--- src/rtl/ex_muldiv_pkg.sv ---
// Shared RV32M decode constants and multiply/divide FSM state encoding.
package ex_muldiv_pkg;

    localparam logic [6:0] INST_TYPE_R_M = 7'b0110011;
    localparam logic [6:0] INST_FUNC7_M  = 7'b0000001;

    localparam logic [2:0] INST_MUL    = 3'd0;
    localparam logic [2:0] INST_MULH   = 3'd1;
    localparam logic [2:0] INST_MULHSU = 3'd2;
    localparam logic [2:0] INST_MULHU  = 3'd3;
    localparam logic [2:0] INST_DIV    = 3'd4;
    localparam logic [2:0] INST_DIVU   = 3'd5;
    localparam logic [2:0] INST_REM    = 3'd6;
    localparam logic [2:0] INST_REMU   = 3'd7;

    typedef enum logic [1:0] {
        ST_IDLE = 2'd0,
        ST_MUL  = 2'd1,
        ST_DIV  = 2'd2,
        ST_DONE = 2'd3
    } md_state_e;

endpackage

--- src/rtl/ex_muldiv_md_div_core.sv ---
// Radix-2 restoring divider on unsigned magnitudes; exposes the final-step result combinationally.
module md_div_core #(
    parameter int XLEN  = 32,
    parameter int CNT_W = $clog2(XLEN)
) (
    input  logic             clk,
    input  logic             rst,
    input  logic             flush_i,
    input  logic             start_i,
    input  logic [XLEN-1:0]  dividend_i,
    input  logic [XLEN-1:0]  divisor_i,
    output logic             last_o,
    output logic [XLEN-1:0]  quotient_o,
    output logic [XLEN-1:0]  remainder_o
);

    logic [XLEN-1:0]  rem_q, rem_d, quo_q, quo_d, dsr_q, dsr_d;
    logic [CNT_W-1:0] cnt_q, cnt_d;
    logic             run_q, run_d;
    logic [XLEN:0]    rem_sh, diff;
    logic [XLEN-1:0]  rem_step, quo_step;

    always_comb begin
        // Remainder is one bit wider while shifting so large unsigned divisors compare correctly.
        rem_sh   = {rem_q, quo_q[XLEN-1]};
        diff     = rem_sh - {1'b0, dsr_q};
        quo_step = {quo_q[XLEN-2:0], ~diff[XLEN]};
        rem_step = diff[XLEN] ? rem_sh[XLEN-1:0] : diff[XLEN-1:0];

        rem_d = rem_q;
        quo_d = quo_q;
        dsr_d = dsr_q;
        cnt_d = cnt_q;
        run_d = run_q;
        if (flush_i) begin
            run_d = 1'b0;
        end else if (start_i) begin
            rem_d = '0;
            quo_d = dividend_i;
            dsr_d = divisor_i;
            cnt_d = CNT_W'(XLEN - 1);
            run_d = 1'b1;
        end else if (run_q) begin
            rem_d = rem_step;
            quo_d = quo_step;
            cnt_d = cnt_q - CNT_W'(1);
            if (cnt_q == '0) run_d = 1'b0;
        end
    end

    always_ff @(posedge clk or posedge rst) begin
        if (rst) begin
            rem_q <= '0;
            quo_q <= '0;
            dsr_q <= '0;
            cnt_q <= '0;
            run_q <= 1'b0;
        end else begin
            rem_q <= rem_d;
            quo_q <= quo_d;
            dsr_q <= dsr_d;
            cnt_q <= cnt_d;
            run_q <= run_d;
        end
    end

    assign last_o      = run_q && (cnt_q == '0);
    assign quotient_o  = quo_step;
    assign remainder_o = rem_step;

endmodule

--- src/rtl/ex_muldiv.sv ---
// Multi-cycle RV32M execute unit: fixed-latency multiply, iterative divide, one write-back per op.
module ex_muldiv
    import ex_muldiv_pkg::*;
#(
    parameter int XLEN  = 32,
    parameter int CNT_W = $clog2(XLEN)
) (
    input  logic            clk,
    input  logic            rst,
    input  logic            start_i,
    input  logic [2:0]      op_i,
    input  logic [XLEN-1:0] op1_i,
    input  logic [XLEN-1:0] op2_i,
    input  logic [4:0]      rd_addr_i,
    input  logic            flush_i,
    output logic [XLEN-1:0] rd_data_o,
    output logic [4:0]      rd_addr_o,
    output logic            rd_wen_o,
    output logic            busy_o,
    output logic            hold_flag_o
);

    md_state_e         state_q, state_d;
    logic [2:0]        op_q, op_d;
    logic [XLEN-1:0]   op1_q, op1_d, op2_q, op2_d, result_q, result_d;
    logic [4:0]        rd_addr_q, rd_addr_d;

    logic              in_signed, div_zero, div_ovf, launch, div_start;
    logic [XLEN-1:0]   special_res, dvd_mag, dsr_mag, q_fix, r_fix;
    logic [2*XLEN-1:0] mul_a, mul_b, product;
    logic              div_last;
    logic [XLEN-1:0]   core_quo, core_rem;

    always_comb begin
        in_signed   = (op_i == INST_DIV) || (op_i == INST_REM);
        div_zero    = (op2_i == '0);
        div_ovf     = in_signed && (op1_i == {1'b1, {(XLEN-1){1'b0}}}) && (op2_i == '1);
        special_res = div_zero ? (op_i[1] ? op1_i : '1) : (op_i[1] ? '0 : op1_i);
        launch      = (state_q == ST_IDLE) && start_i && !flush_i;
        div_start   = launch && op_i[2] && !div_zero && !div_ovf;
        dvd_mag     = (in_signed && op1_i[XLEN-1]) ? -op1_i : op1_i;
        dsr_mag     = (in_signed && op2_i[XLEN-1]) ? -op2_i : op2_i;

        mul_a   = {{XLEN{op1_q[XLEN-1] && (op_q == INST_MULH || op_q == INST_MULHSU)}}, op1_q};
        mul_b   = {{XLEN{op2_q[XLEN-1] && (op_q == INST_MULH)}}, op2_q};
        product = mul_a * mul_b;

        q_fix = ((op_q == INST_DIV) && (op1_q[XLEN-1] ^ op2_q[XLEN-1])) ? -core_quo : core_quo;
        r_fix = ((op_q == INST_REM) && op1_q[XLEN-1]) ? -core_rem : core_rem;
    end

    md_div_core #(.XLEN(XLEN), .CNT_W(CNT_W)) u_div (
        .clk         (clk),
        .rst         (rst),
        .flush_i     (flush_i),
        .start_i     (div_start),
        .dividend_i  (dvd_mag),
        .divisor_i   (dsr_mag),
        .last_o      (div_last),
        .quotient_o  (core_quo),
        .remainder_o (core_rem)
    );

    always_comb begin
        state_d   = state_q;
        op_d      = op_q;
        op1_d     = op1_q;
        op2_d     = op2_q;
        rd_addr_d = rd_addr_q;
        result_d  = result_q;
        if (flush_i) begin
            state_d = ST_IDLE;
        end else begin
            case (state_q)
                ST_IDLE: if (start_i) begin
                    op_d      = op_i;
                    op1_d     = op1_i;
                    op2_d     = op2_i;
                    rd_addr_d = rd_addr_i;
                    if (!op_i[2]) begin
                        state_d = ST_MUL;
                    end else if (div_zero || div_ovf) begin
                        result_d = special_res;
                        state_d  = ST_DONE;
                    end else begin
                        state_d = ST_DIV;
                    end
                end
                ST_MUL: begin
                    result_d = (op_q == INST_MUL) ? product[XLEN-1:0] : product[2*XLEN-1:XLEN];
                    state_d  = ST_DONE;
                end
                ST_DIV: if (div_last) begin
                    result_d = op_q[1] ? r_fix : q_fix;
                    state_d  = ST_DONE;
                end
                ST_DONE: state_d = ST_IDLE;
                default: state_d = ST_IDLE;
            endcase
        end
    end

    always_ff @(posedge clk or posedge rst) begin
        if (rst) begin
            state_q   <= ST_IDLE;
            op_q      <= '0;
            op1_q     <= '0;
            op2_q     <= '0;
            rd_addr_q <= '0;
            result_q  <= '0;
        end else begin
            state_q   <= state_d;
            op_q      <= op_d;
            op1_q     <= op1_d;
            op2_q     <= op2_d;
            rd_addr_q <= rd_addr_d;
            result_q  <= result_d;
        end
    end

    assign rd_wen_o    = (state_q == ST_DONE) && (rd_addr_q != '0) && !flush_i;
    assign rd_data_o   = rd_wen_o ? result_q : '0;
    assign rd_addr_o   = rd_wen_o ? rd_addr_q : '0;
    assign busy_o      = (state_q != ST_IDLE);
    assign hold_flag_o = launch || (state_q == ST_MUL) || (state_q == ST_DIV);

endmodule

--- config.mk ---
export PLATFORM = sky130hd
export DESIGN_NAME = ex_muldiv
export DESIGN_NICKNAME = d
export VERILOG_FILES = /design/src/rtl/ex_muldiv_pkg.sv /design/src/rtl/ex_muldiv_md_div_core.sv /design/src/rtl/ex_muldiv.sv
export SDC_FILE = /design/constraint.sdc
export NUM_CORES = 2
export LEC_CHECK = 0
export BUFFER_PORTS_ARGS = -buffer_cell sky130_fd_sc_hd__buf_2
export CORE_ASPECT_RATIO = 2
export CORE_UTILIZATION = 55
export CTS_CLUSTER_SIZE = 24
export DETAILED_ROUTE_END_ITERATION = 12
export PLACE_DENSITY = 0.78
export SYNTH_ARGS = -nofsm -noshare
export SYNTH_HDL_FRONTEND = slang
export SYNTH_SLANG_ARGS = --single-unit
--- constraint.sdc ---
create_clock -name clk -period 8.3 [get_ports clk]
set_clock_uncertainty 0.05 [all_clocks]
set_input_delay 2.49 -clock clk [delete_from_list [all_inputs] [get_ports clk]]
set_output_delay 2.49 -clock clk [all_outputs]
set_load 0.03 [all_outputs]
==> metrics.md <==
| Metric | Value |
|---|---|
| Register area | 5210 um^2 |
| Final worst path period share | 104% |
| Final antenna-violating net count | 0 |
| Largest net degree at the start of global routing | 88 |
| Register bit count reported by yosys | 208 |
| Crit-path max FO | 8 |
| Area share of the largest cell type after synthesis | 42.5% |
| Chip height | 441 um |
| Most frequent cells in the layout | inv_1, nand2_1, fa_1 |
| Hold-fix buffers at CTS | 0 |
| Worst Setup Path Type | register to register |
| Delay-heaviest family, CP | adder cells |
| Grt met2 use | 63.2% |
| Hold Fails Final Rpt | 0 |
| Number of setup violations in the final report | 12 |
| Fraction of layout cells with a size suffix above 1 | 10.4% |
| Mapped cell area | 53100 um^2 |
| Final-layout fill cell count | 7852 |
| Finished Core Util | 61.4% |
| DR DRC count | 0 |
| CTS root buffer | clkbuf_16 |
| Vias in the first global route | 48715 |
| Commonest non-fill, non-tap cell in the layout | inv_1 |
| Placer Congestion | 1.01 |
| Critical Path AT | 9.02 ns |
| Core footprint | 95300 um^2 |
| Rel. slew slack | 30.7% |
| DRT Pass-1 Iters | 6 |
| DR iter-0 viols | 3045 |
| Fin nets | 7712 |
| Async S/R FF share, synth | 100% |
| Outcome | finished with violations |
| Failing checks | setup timing |
| Clock Sinks | 208 |
| IO Pins | 116 |
| RSZ-0062 raised after global routing | true |
| Global routing's busiest layer | met2 |
| Vias/cell | 5.96 |
| FMAX | 116 MHz |
| Antenna violations before repair | 13 |
| Drt wl/cell | 22.5 um |
| Hold path start | result_q[2] |
| Synthesized area per cell | 8.61 um^2 |
| Worst-Skew Late Latency | 0.55 ns |
| Met3 usage | 5.36% |
| Port bufs | 115 |
| Max Slew Vio Count | 0 |
| CTS tree | yes |
| Crit path launch | op_q[0] |
| Minimum clock period | 8.62 ns |
| Req. time, crit path | 8.70 ns |
| Critical path's largest stage delay | 0.59 ns |
| Clock tree buffer depth | 3 |
| Clock transition at path regs | 0.07 ns |
| Area occupied by multi-input gates | 42700 um^2 |
| Synth Net Count | 7627 |
| Final worst setup slack | -0.319 ns |
| Critical path's slowest cell | fa_1 |
| TritonCTS buffer count | 21 |
| Cells after Synth | 6168 |
| Area delta synth->final | 10.3% |
| Post-synth top area cell | fa_1 |
| Max Cap Viol | 0 |
| Slew of the pin with the lowest slew margin | 1.04 ns |
| Row count | 160 |
| Tot GR Track Use | 34.7% |
| Dominant synthesized flop cell | dfrtp_1 |
| DP Wirelength | 137 mm |
| Crit-path most repeated cell | fa_1 |
| CP endpoint kind | register |
| CTS H-tree depth | 1 |
| GRT overflow | 0 |
| First-pass GRT wire length | 260 mm |
| Overall routed net length | 169 mm |
| Initial Util | 55.7% |
| Post-synth EDFFs | 0 |
| Critical R2R Launch | op_q[0] |
| Count of cell types in the netlist | 94 |
| Crit path buffers/inverters | 8 |
| Top cells by area, synth | fa_1, dfrtp_1, inv_1 |
| Hold Crit Class | register to register |
| Die width | 222 um |
| Synth warn | 0 |
| Via count | 44633 |
| Post-synthesis sequential area ratio | 9.81% |
| Die area | 97800 um^2 |
| Grt met1 use | 33.6% |
| Crit start category | register |
==> Yosys cell counts (10+ instances only) <==
master and count:
inv_1 1251, nand2_1 1186, fa_1 1126, and2_1 362, clkbuf_1 312, ha_1 257
dfrtp_1 208, o21ai_0 196, nor2_1 188, a21oi_1 175, xnor2_1 125, xor2_1 80
o31ai_1 56, nor3_1 54, mux2i_1 32, nand3_1 31, a21o_1 28, a31oi_1 28
or3_1 28, nand2b_1 26, o211ai_1 26, maj3_1 25, a211oi_1 23, a221oi_1 22
and3_1 22, nand4_1 21, buf_2 20, nor2b_1 20, nor4_1 17, or2_2 15
o21a_1 13, a2111oi_0 11, o21bai_1 11, buf_1 10
==> timing repair <==
action | in CTS | in global routing
buffers inserted | 1 | 20
setup endpoints to repair | 20 | 31
cloned | 0 | 1
pin swaps | 4 | 65
gates resized for setup | 14 | 185
==> worst paths after layout <==
path	to	cells past startpoint	slack, ns
worst min register to register	result_q[2]	1	0.44
worst max-delay path	result_q[17]	31	-0.32
worst max register to register	result_q[17]	31	-0.32
worst min-delay path	result_q[2]	1	0.44
min in group asynchronous	u_div.dsr_q[14]	2	2.00
max in group asynchronous	op2_q[10]	3	4.79
==> per-stage QoR <==
stage / area, um^2 / setup WS (ns) / instances / hold slack, ns / setup TNS (ns)
floorplan: 53100 / 0.00217 / 6168 / 0.391 / 0
global placement: 56700 / -0.223 / 7423 / 0.405 / -1.53
detailed placement: 56700 / -0.376 / 7423 / 0.425 / -3.84
CTS: 57500 / -0.0222 / 7461 / 0.440 / -0.0222
global route: 58500 / -0.545 / 7486 / 0.451 / -5.58
finish: 58500 / -0.319 / 7490 / 0.438 / -1.21
==> layout make-up <==
class | count | area share, %
Sequential cell | 208 | 8.89
Clock inverter | 13 | 0.263
Clock buffer | 24 | 0.951
Timing Repair Buffer | 407 | 6.19
Multi-Input combinational cell | 4362 | 73.0
Antenna cell | 8 | 0.0342
Inverter | 1253 | 8.06
Tap cell | 1215 | 2.60
==> cells by family (layout without fill, tap and decap cells) <==
kind of cell,Yosys count,in the layout,synth area share [%]
compound gates,689,689,8.29
xor+xnor,205,205,3.38
fa+ha+maj,1408,1408,49.0
buf+inv,1598,1697,11.4
flops,208,208,9.81
mux,36,36,0.695
other cells,0,8,0
simple gates,2024,2024,17.4
==> flip-flops by register name, summed over array words and instances, names as in the netlist <==
name,cells
u_div.quo_q,32
u_div.run_q,1
state_q,2
rd_addr_q,5
op1_q,32
u_div.rem_q,32
u_div.cnt_q,5
op_q,3
u_div.dsr_q,32
op2_q,32
result_q,32
==> layer usage <==
layer  wire (um)  up-vias
met1       51200    22352
met4       18100       10
met3       11400     1057
met5          75        -
met2       87900     2389
li1            -    18825
Power is left out: the tool's default activity adds up to more than one toggle a clock period on the data nets, which glitch-free logic cannot reach.
